<file path="config.mk">
export PLATFORM = sky130hd
export DESIGN_NAME = board_scanner
export DESIGN_NICKNAME = d
export VERILOG_FILES = /design/src/rtl/minesweeper_pkg.sv /design/src/rtl/board_scanner.sv
export SDC_FILE = /design/constraint.sdc
export NUM_CORES = 1
export LEC_CHECK = 0
export ABC_CLOCK_PERIOD_IN_PS = 3450
export CORE_AREA = 2 2 194 196
export DETAILED_ROUTE_END_ITERATION = 16
export DIE_AREA = 0 0 196 198
export SYNTH_ARGS = -nofsm -noshare
export SYNTH_HDL_FRONTEND = slang
export SYNTH_SLANG_ARGS = --single-unit
</file>
<file path="constraint.sdc">
create_clock -name clk -period 3.45 [get_ports clk]
set_clock_uncertainty 0.2 [all_clocks]
set_input_delay 0.8625 -clock clk [delete_from_list [all_inputs] [get_ports clk]]
set_output_delay 0.8625 -clock clk [all_outputs]
set_load 0.02 [all_outputs]
</file>
<file path="src/rtl/minesweeper_pkg.sv">
`default_nettype none
// ============================================================================
// Module   : minesweeper_pkg
// Brief    : Shared cell-word layout and state codes for the 8x8 board array.
// Revision : 1.0 - initial release
// ============================================================================
package minesweeper_pkg;

    localparam int DEFAULT_ROWS = 8;
    localparam int DEFAULT_COLS = 8;
    localparam int CELL_W       = 7;

    localparam int NUM_MSB = 6;
    localparam int NUM_LSB = 4;
    localparam int ST_MSB  = 3;
    localparam int ST_LSB  = 1;
    localparam int BIT_POS = 0;

    typedef enum logic [2:0] {
        HIDDEN   = 3'b000,
        REVEALED = 3'b001,
        FLAG     = 3'b010,
        BOMB     = 3'b011
    } state_t;

    // Codes 3'b100..3'b111 are reserved: streamed but never tallied.
    function automatic logic is_counted(input logic [2:0] code);
        return (code[2] == 1'b0);
    endfunction

endpackage
`default_nettype wire

</file>
<file path="src/rtl/board_scanner.sv">
`default_nettype none
// ============================================================================
// Module   : board_scanner
// Brief    : Streams the board row-major over a valid/ready link and reports
//            per-state cell counts at the end of each pass.
// Revision : 1.0 - initial release
// ============================================================================
module board_scanner
    import minesweeper_pkg::*;
#(
    parameter int ROWS  = DEFAULT_ROWS,
    parameter int COLS  = DEFAULT_COLS,
    parameter int CNT_W = 7
) (
    input  logic                                 clk,
    input  logic                                 rst_n,
    input  logic [ROWS-1:0][COLS-1:0][CELL_W-1:0] board,
    input  logic                                 start,
    output logic                                 busy,
    output logic                                 cell_valid,
    input  logic                                 cell_ready,
    output logic [2:0]                           cell_row,
    output logic [2:0]                           cell_col,
    output logic [2:0]                           cell_num,
    output logic [2:0]                           cell_state,
    output logic                                 cell_bit,
    output logic                                 cell_last,
    output logic                                 done,
    output logic [CNT_W-1:0]                     hidden_cnt,
    output logic [CNT_W-1:0]                     revealed_cnt,
    output logic [CNT_W-1:0]                     flag_cnt,
    output logic [CNT_W-1:0]                     bomb_cnt
);

    localparam logic [1:0] c_IDLE = 2'd0;
    localparam logic [1:0] c_LOAD = 2'd1;
    localparam logic [1:0] c_SCAN = 2'd2;
    localparam logic [1:0] c_DONE = 2'd3;

    localparam logic [2:0] c_LAST_ROW = 3'(ROWS - 1);
    localparam logic [2:0] c_LAST_COL = 3'(COLS - 1);

    logic [1:0]              r_fsm;
    logic [2:0]              r_row;
    logic [2:0]              r_col;
    logic [CELL_W-1:0]       r_cell;
    logic                    r_valid;
    logic                    r_last;
    logic [3:0][CNT_W-1:0]   r_acc;
    logic [3:0][CNT_W-1:0]   r_cnt;

    logic                    w_accept;
    logic                    w_wrap;
    logic [2:0]              w_nrow;
    logic [2:0]              w_ncol;
    logic [2:0]              w_code;
    logic [1:0]              w_sel;
    logic [CNT_W-1:0]        w_acc_sum;
    logic [3:0][CNT_W-1:0]   w_acc_next;

    assign w_accept = (r_fsm == c_SCAN) && r_valid && cell_ready;
    assign w_wrap   = (r_col == c_LAST_COL);
    assign w_nrow   = w_wrap ? (r_row + 3'd1) : r_row;
    assign w_ncol   = w_wrap ? 3'd0 : (r_col + 3'd1);

    // One shared incrementer; the presented state code picks the accumulator.
    assign w_code    = r_cell[ST_MSB:ST_LSB];
    assign w_sel     = w_code[1:0];
    assign w_acc_sum = r_acc[w_sel] + CNT_W'(1);

    always_comb begin
        w_acc_next = r_acc;
        if (w_accept && is_counted(w_code)) begin
            w_acc_next[w_sel] = w_acc_sum;
        end
    end

    always_ff @(posedge clk or negedge rst_n) begin
        if (!rst_n) begin
            r_fsm   <= c_IDLE;
            r_row   <= 3'd0;
            r_col   <= 3'd0;
            r_cell  <= '0;
            r_valid <= 1'b0;
            r_last  <= 1'b0;
            r_acc   <= '0;
            r_cnt   <= '0;
        end else begin
            case (r_fsm)
                c_IDLE: begin
                    if (start) begin
                        r_fsm <= c_LOAD;
                        r_row <= 3'd0;
                        r_col <= 3'd0;
                        r_acc <= '0;
                    end
                end
                c_LOAD: begin
                    r_cell  <= board[0][0];
                    r_valid <= 1'b1;
                    r_last  <= (ROWS == 1) && (COLS == 1);
                    r_fsm   <= c_SCAN;
                end
                c_SCAN: begin
                    r_acc <= w_acc_next;
                    if (w_accept) begin
                        if (r_last) begin
                            // Final cell is already folded into w_acc_next.
                            r_valid <= 1'b0;
                            r_last  <= 1'b0;
                            r_cnt   <= w_acc_next;
                            r_fsm   <= c_DONE;
                        end else begin
                            r_row  <= w_nrow;
                            r_col  <= w_ncol;
                            r_cell <= board[w_nrow][w_ncol];
                            r_last <= (w_nrow == c_LAST_ROW) && (w_ncol == c_LAST_COL);
                        end
                    end
                end
                default: begin
                    r_fsm <= c_IDLE;
                end
            endcase
        end
    end

    assign busy         = (r_fsm != c_IDLE);
    assign done         = (r_fsm == c_DONE);
    assign cell_valid   = r_valid;
    assign cell_last    = r_last;
    assign cell_row     = r_row;
    assign cell_col     = r_col;
    assign cell_num     = r_cell[NUM_MSB:NUM_LSB];
    assign cell_state   = r_cell[ST_MSB:ST_LSB];
    assign cell_bit     = r_cell[BIT_POS];

    assign hidden_cnt   = r_cnt[0];
    assign revealed_cnt = r_cnt[1];
    assign flag_cnt     = r_cnt[2];
    assign bomb_cnt     = r_cnt[3];

endmodule
`default_nettype wire

</file>
Word-level counts from Yosys, hierarchy flattened
Cells that the tools add are included.
Operators by class
  add/subtract/negate cells: 3
  order comparisons: 4
  eq/ne operators: 10
  muxes and demuxes: 34
  bitwise logic cells: 1
  reductions and logical operators: 16
Operators by type and width (number)
  binary-select mux 56 bit (select 3 bit): 1
  2-to-1 mux 28 bit: 2
  2-to-1 mux 56 bit: 1
  case mux 28 bit (2 select lines): 1
  2-to-1 mux 7 bit: 5
  bitwise mux 28 bit: 1
  binary-select mux 7 bit (select 3 bit): 1
  2-to-1 mux 3 bit: 7
  binary-select mux 7 bit (select 2 bit): 1
  demux 7 bit (select 2 bit): 1
  case mux 7 bit (2 select lines): 1
  case mux 3 bit (2 select lines): 2
  AND reduction 3 bit: 4
  equality test 3 bit, second input constant: 3
  < comparator 3 x 4 -> 1 bit, second input constant: 2
  != test 2 bit, second input constant: 4
  adder 7 x 1 -> 7 bit, second input constant: 1
  adder 3 x 1 -> 3 bit, second input constant: 2
  2-to-1 mux 2 bit: 3
  case mux 2 bit (3 select lines): 1
  nonzero test 2 bit: 3
  logical AND 1 bit: 5
  equality test 2 bit, second input constant: 2
  2-to-1 mux 1 bit: 4
  other kinds (8): 10
Storage, ports and cells
  register bits: 73
  input bits: 452
  output and inout port bits: 45
  logic and storage cells: 82

Longest topological paths before layout
Gate-level depths: netlist (run 1).
  word-level depth: 9
  gate-level depth with buffers: 10
  gate-level depth less buffers: 8

Worst setup path after synthesis (run 1)
Ideal clock, no wire load.
  path type: reg-to-reg
  start: reg r_col[0], in the netlist cell_col[0]
  end: reg r_cell[3]
  library setup time: 124 ps
  data arrival time: 2321 ps
  data required time: 3126 ps
  slack: 804 ps
  cell stages (with the launch flop): 11
  buffers on the path: 2
  period minus slack after synthesis: 2646 ps
  path through: dfrtp_1 > clkbuf_1 > inv_1 > ha_1 > nand2b_1 > clkbuf_1 > or3_1 > nor2_1 > nor4_1 > a32oi_1 > a21oi_1
On the way
  longest elaborated chain between the ends: 9
  elaborated cells on any way between the ends: 11
  those cells by class: add/sub: 1; eq/ne: 1; mux: 9
Ends and longest elaborated chain
  from (decl): line board_scanner.sv:45  | logic [2:0] r_col;
  from (signal assigned): line board_scanner.sv:115  | r_col <= w_ncol;
  equality test 3 bit: line board_scanner.sv:62  | assign w_wrap = (r_col == c_LAST_COL);
  2-to-1 mux 3 bit: line board_scanner.sv:63  | assign w_nrow = w_wrap ? (r_row + 3'd1) : r_row;
  binary-select mux 56 bit (select 3 bit): line board_scanner.sv:116  | r_cell <= board[w_nrow][w_ncol];
  2-to-1 mux 56 bit (implied by the code): line board_scanner.sv:116
  binary-select mux 7 bit (select 3 bit) *: line board_scanner.sv:116
  2-to-1 mux 7 bit (implied by the code) *: line board_scanner.sv:116
  2-to-1 mux 7 bit *: line board_scanner.sv:107  | if (r_last) begin
  2-to-1 mux 7 bit *: line board_scanner.sv:106  | if (w_accept) begin
  case mux 7 bit (2 select lines) *: line board_scanner.sv:89  | case (r_fsm)
  to (signal assigned): line board_scanner.sv:99  | r_cell <= board[0][0];
  to (signal assigned): line board_scanner.sv:116
  to (decl): line board_scanner.sv:46  | logic [CELL_W-1:0] r_cell;
Every way passes the cells marked *; elsewhere a longest branch is shown, timed or not. The select of a mux whose other input is x is not followed.
A chain may end at the register's enable or synchronous reset.

Worst setup path after layout (run 1)
  start: reg r_row[0], in the netlist cell_row[0]
  end: reg r_cell[2]
On the way
  longest elaborated chain between the ends: 9
Ends and longest elaborated chain
  from (decl): line board_scanner.sv:44  | logic [2:0] r_row;
  from (signal assigned): line board_scanner.sv:114  | r_row <= w_nrow;
  adder 3 x 1 -> 3 bit: line board_scanner.sv:63
  2-to-1 mux 3 bit *: line board_scanner.sv:63
  binary-select mux 56 bit (select 3 bit) *: line board_scanner.sv:116
  2-to-1 mux 56 bit (implied by the code) *: line board_scanner.sv:116
  binary-select mux 7 bit (select 3 bit) *: line board_scanner.sv:116
  2-to-1 mux 7 bit (implied by the code) *: line board_scanner.sv:116
  2-to-1 mux 7 bit *: line board_scanner.sv:107
  2-to-1 mux 7 bit *: line board_scanner.sv:106
  case mux 7 bit (2 select lines) *: line board_scanner.sv:89
Marked as above.

==> results of run 1 <==
sequential cells by signal, indices dropped and copies added, names as in the netlist, 3 cells and up:
signal / count
bomb_cnt: 7
cell_col: 3
cell_row: 3
flag_cnt: 7
hidden_cnt: 7
r_acc: 28
r_cell: 7
revealed_cnt: 7
metal layers:
| layer | up-vias | share of wire [%] | GRT usage [%] |
|---|---|---|---|
| met5 | - | 0.046 | 0 |
| met4 | 4 | 1.9 | 4.83 |
| met3 | 53 | 6.6 | 4.39 |
| met2 | 498 | 51 | 44.2 |
| met1 | 5367 | 40 | 32.0 |
| li1 | 4732 | - | - |
stage by stage:
| step | worst slack, ns | hold WS [ns] | util (%) | area, µm² |
|---|---|---|---|---|
| global placement | 0.239 | 0.261 | 41.2 | 15200 |
| CTS | 0.297 | 0.284 | 42.0 | 15500 |
| floorplan | 0.804 | 0.283 | - | 9610 |
| detailed placement | 0.235 | 0.271 | 41.2 | 15200 |
| global route | 0.180 | 0.312 | 42.0 | 15500 |
| finish | 0.378 | 0.274 | 42.1 | 15500 |
logic make-up (layout without fill, tap and decap cells):
kind of cell | after synthesis | in the layout | synth area share [%]
buffers and inverters | 110 | 597 | 6.24
muxes | 230 | 230 | 43.0
xor gates and xnor gates | 9 | 9 | 0.977
AOI/OAI and AO/OA | 218 | 218 | 15.3
other | 0 | 11 | 0
and+or+nand+nor | 274 | 274 | 14.2
DFF | 73 | 73 | 19.0
adders and majority gates | 10 | 10 | 1.30
how the worst min path moves through the flow:
stage / from / to / slack, ns / cells after the start
after global routing: flag_cnt[3] / flag_cnt[3] / 0.31 / 2
final: hidden_cnt[3] / hidden_cnt[3] / 0.27 / 2
after floorplan: r_acc[1] / r_acc[1] / 0.28 / 1
after global placement: hidden_cnt[3] / hidden_cnt[3] / 0.26 / 2
after detailed placement: hidden_cnt[3] / hidden_cnt[3] / 0.27 / 2
after CTS: hidden_cnt[3] / hidden_cnt[3] / 0.28 / 2
power groups by stage:
stage	sequential (mW)	clock [mW]	combinational, mW
6_report	1.09	0.874	2.63
4_1_cts	1.09	0.892	2.62
2_1_floorplan	1.09	0	1.22
3_3_place_gp	1.10	0	2.58
5_1_grt	1.11	0.926	2.80
3_5_place_dp	1.10	0	2.61
final cells by class:
type | instances | area [µm²] | area share, %
timing repair buffer | 567 | 5560 | 35.7
clock inverter | 6 | 42.5 | 0.274
sequential | 73 | 1840 | 11.8
antenna | 11 | 27.5 | 0.177
multi-input combinational | 741 | 7210 | 46.4
inverter | 14 | 52.6 | 0.338
clock buffer | 10 | 229 | 1.47
tap | 474 | 593 | 3.82
critical path, delay by kind of cell (launching register included):
family	cells	cell delay (ns)
compound gates	3	0.82
flops	1	0.60
xor+xnor	1	0.47
fa+ha+maj	1	0.32
simple gates	2	0.31
buf+inv	1	0.22
synth_stat cells (8+ instances only):
master | instances | area [µm²]
mux4_2 | 144 | 3240
nand2_1 | 105 | 394
dfrtp_1 | 73 | 1830
mux2i_1 | 69 | 691
o21ai_0 | 53 | 265
clkbuf_1 | 39 | 146
a21oi_1 | 35 | 175
a22oi_1 | 35 | 263
nor3_1 | 33 | 165
nor2_1 | 28 | 105
nor4_1 | 21 | 131
buf_2 | 20 | 100
nand3_1 | 19 | 95.1
buf_4 | 17 | 128
mux2_2 | 16 | 180
inv_1 | 14 | 52.6
o22ai_1 | 14 | 87.6
buf_6 | 13 | 146
nand2b_1 | 13 | 81.3
and3_1 | 11 | 68.8
a32oi_1 | 10 | 87.6
ha_1 | 10 | 125
a22o_1 | 9 | 78.8
o211ai_1 | 9 | 67.6
a221oi_1 | 8 | 70.1
==> flow_summary.yaml, run 1 <==
outcome:
  status: "complete, no violations"
power_and_ir_drop:
  ir_drop_v: 0.000458
  intPower_mw: 2.68
  p_total_mw: 4.59
  powerDensity_mw_per_mm2: 295
  p_switching_mw: 1.91
  leakagePower_nw: 5.34
  clkPwrFrac_pct: 19.1
  power_frac_comb_pct: 57.2
  seqPwrFrac_pct: 23.7
  swShare_pct: 41.6
timing:
  tightest_slew_ns: 0.872
  finalSetupViolations: 0
  min_period_ns: 3.07
  grt_setup_unrepaired: "no"
  hold_viol_final: 0
  fmax_ghz: 0.326
  finalCritPeriodShare_pct: 89.0
  relSlewSlack_pct: 41.9
  maxSlewViolCount: 0
  fin_tns_setup_ns: 0
clock_tree:
  clock_latency_ns: 0.33
  h-tree-depth: 3
  clkTransAtPathRegs_ns: 0.06
  cts_sinks: 73
  clockBufferDepth: 2
  cts_setup_buffers: 0
  clockRootBuffer: "clkbuf_16"
  hold_buffers: 0
  cts_resized: 0
  cts_tree: "done"
  cts_buffers: 9
global_route:
  overflow: 0
  grt_max_degree: 47
  grt_pass1_vias: 10880
  grt_usage_pct: 24.9
  grt_pass1_wl_um: 71700
  antenna_found_initial: 11
die:
  std_cell_rows: 71
  core_mm2: 0.0370
  start_util_pct: 26.0
  ios: 497
  die_area_mm2: 0.0388
  chipWidth_um: 196
  die_h_um: 198
finish:
  final_cell_mix: "495 x clkdlybuf4s50_1, 144 x mux4_2, 105 x nand2_1"
  layout_commonest_cell: "clkdlybuf4s50_1"
  stdcell_count: 1896
  layout-area-overhead-vs-synth_pct: 61.7
  fin_nets: 1868
  drive_above_1_share_pct: 18.4
  fillers: 3639
synthesis:
  syn_area_mm2: 0.00961
  syn_area_per_cell_um2: 10.4
  synth-edff-count: 0
  seq_area_frac_synth_pct: 19.0
  yosysWarnings: 0
  yosys_register_bits: 73
  synth_ff_type: "dfrtp_1"
  syn-instance-count: 924
  synthArstFlopShare_pct: 100
  syn-num-nets: 1386
  ys_types: 57
critical_path:
  path_cells: "ha_2, nand2_1, xor2_1, buf_4, nand2_1, o22a_1, a41oi_1, o21ai_0"
  reg2reg_to: "r_cell[2]"
  critPathCapture: "r_cell[2]"
  rr_startpoint: "cell_row[0]"
  path_common_cell: "nand2_1"
  critPathCaptureType: "flip-flop"
  reg2reg_depth: 8
  max_stage_delay_ns: 0.60
  slowest_stage: "dfrtp_4"
  critPathKind: "reg -> reg"
  start_kind: "flip-flop"
  r2r_slack_ns: 0.38
  cp-startpoint: "cell_row[0]"
  cp_data_required_time_ns: 3.45
  cp.arrival_ns: 3.07
  crit_path_max_fanout: 13
detailed_routing:
  antenna_left: 0
  totalWireLength_um: 49900
  vias: 10654
  wl_per_cell_um: 26.3
  first_pass_iters: 5
  drc: 0
  drt_iter0_drc: 964
  vias_per_cell: 5.62
place:
  portBuffers: 496
  gp_congestion: 0.915
  dp.cells: 1869
  dp_hpwl_um: 41700
min_path:
  holdCritPathClass: "reg -> reg"
job:
  drv_cap: 0
(Power assumes the default switching activity.)
==> run 2: changes to the inputs <==
--- a/config.mk
+++ b/config.mk
@@ -6,9 +6,9 @@
 export NUM_CORES = 1
 export LEC_CHECK = 0
 export ABC_CLOCK_PERIOD_IN_PS = 3450
-export CORE_AREA = 2 2 194 196
+export CORE_AREA = 2 2 192 194
 export DETAILED_ROUTE_END_ITERATION = 16
-export DIE_AREA = 0 0 196 198
+export DIE_AREA = 0 0 194 196
 export SYNTH_ARGS = -nofsm -noshare
 export SYNTH_HDL_FRONTEND = slang
 export SYNTH_SLANG_ARGS = --single-unit
==> run 2 against run 1 <==
Against the previous run:
- final area barely moved
- final cell count fell by 1.2%
- register-to-register slack better by 0.04 ns
- power increased by 4.6%
- highest routed layer unchanged
==> flow_summary.yaml, run 2 (synthesis gave the netlist of run 1 again) <==
power_and_ir_drop:
  leakagePower_nw: 5.32
  seqPwrFrac_pct: 22.5
  p_switching_mw: 1.91
  power_frac_comb_pct: 54.7
  swShare_pct: 39.9
  intPower_mw: 2.89
  powerDensity_mw_per_mm2: 309
  ir_drop_v: 0.000258
  clkPwrFrac_pct: 22.8
finish:
  largest_register_ffs: 28
  stdcell_count: 1874
  layout_commonest_cell: "clkdlybuf4s50_1"
  final_cell_mix: "495 x clkdlybuf4s50_1, 144 x mux4_2, 105 x nand2_1"
  layout-area-overhead-vs-synth_pct: 61.8
  fin_nets: 1855
  largest_register: "r_acc"
  fillers: 3498
  drive_above_1_share_pct: 17.6
critical_path:
  critPathKind: "reg -> out"
  critPathCaptureType: "primary output"
  crit_path_max_fanout: 82
  cp.arrival_ns: 2.12
  reg2reg_depth: 6
  start_kind: "flip-flop"
  cp_data_required_time_ns: 2.39
detailed_routing:
  wl_per_cell_um: 26.8
  antenna_left: 0
  vias: 10780
  first_pass_iters: 5
  drt_iter0_drc: 1049
  vias_per_cell: 5.75
  drc: 0
  totalWireLength_um: 50100
die:
  die_h_um: 196
  ios: 497
  core_mm2: 0.0361
  std_cell_rows: 70
  die_area_mm2: 0.0380
  chipWidth_um: 194
  start_util_pct: 26.6
min_path:
  holdCritPathClass: "reg -> reg"
  hold_depth: 2
timing:
  tightest_slew_ns: 0.972
  maxSlewViolCount: 0
  fmax_ghz: 0.315
  finalSetupViolations: 0
  grt_setup_unrepaired: "no"
  min_period_ns: 3.18
  relSlewSlack_pct: 35.2
  finalCritPeriodShare_pct: 92.1
  hold_viol_final: 0
  fin_tns_setup_ns: 0
clock_tree:
  clockRootBuffer: "clkbuf_16"
  cts_setup_buffers: 0
  cts_sinks: 73
  hold_buffers: 0
  clkTransAtPathRegs_ns: 0.06
  cts_resized: 0
  cts_buffers: 9
  clockBufferDepth: 2
  cts_tree: "done"
  clock_latency_ns: 0.34
  h-tree-depth: 3
place:
  dp.cells: 1850
  portBuffers: 496
  dp_hpwl_um: 41600
  gp_congestion: 0.929
global_route:
  grtUsageMet1_pct: 32.0
  antenna_found_initial: 15
  grt_pass1_vias: 10849
  grtUsageMet2_pct: 44.1
  grt-busiest-layer: "met2"
  overflow: 0
  grt_pass1_wl_um: 72200
  grt_usage_pct: 25.3
  met3_usage_pct: 5.47
  grt_max_degree: 83
outcome:
  status: "complete, no violations"
job:
  drv_cap: 0
==> run 2: worst max-delay path, cell delays in order, from the launching register on <==
cell and delay [ns]:
dfrtp_4 0.50, buf_12 0.36, clkdlybuf4s50_1 0.74
==> run 2: layer usage <==
metal | part of all wire (%) | vias to the layer above
met5 | 0.11 | -
met4 | 1.8 | 8
met3 | 8.1 | 58
met2 | 51 | 608
met1 | 39 | 5398
li1 | - | 4708
==> run 2: worst paths after layout <==
| path | startpoint | to | slack (ns) |
|---|---|---|---|
| worst min-delay path | bomb_cnt[3] | bomb_cnt[3] | 0.28 |
| worst min register to register | bomb_cnt[3] | bomb_cnt[3] | 0.28 |
| worst max-delay path | cell_row[0] | cell_row[0] | 0.27 |
| worst max register to register | r_cell[1] | r_acc[12] | 0.42 |
| min in group asynchronous | rst_n | revealed_cnt[3] | 0.34 |
| max in group asynchronous | rst_n | cell_row[1] | 2.09 |
==> run 2: stage by stage <==
stage	hold slack [ns]	worst slack [ns]	total power [mW]	utilization, %	area, µm²
after floorplan	0.283	0.804	2.31	-	9610
after global placement	0.264	0.270	3.68	42.1	15200
after detailed placement	0.270	0.256	3.70	42.1	15200
after CTS	0.284	0.318	4.81	43.0	15500
after global routing	0.302	0.252	5.05	43.1	15500
final	0.275	0.271	4.80	43.1	15500
==> run 2: area by class of cell <==
cell class / instances / area (µm²) / area share [%]
Tap cell: 468 / 586 / 3.77
Clock inverter: 6 / 115 / 0.740
Inverter: 14 / 52.6 / 0.338
Antenna cell: 8 / 20.0 / 0.129
Timing Repair Buffer: 554 / 5500 / 35.4
Multi-Input combinational cell: 741 / 7210 / 46.4
Clock buffer: 10 / 229 / 1.47
Sequential cell: 73 / 1840 / 11.8
==> run 2: power groups by stage <==
| stage | registers (mW) | logic [mW] | clock network (mW) |
|---|---|---|---|
| 2_1_floorplan | 1.09 | 1.22 | 0 |
| 3_3_place_gp | 1.09 | 2.60 | 0 |
| 3_5_place_dp | 1.09 | 2.61 | 0 |
| 4_1_cts | 1.07 | 2.62 | 1.12 |
| 5_1_grt | 1.09 | 2.80 | 1.16 |
| 6_report | 1.08 | 2.62 | 1.10 |
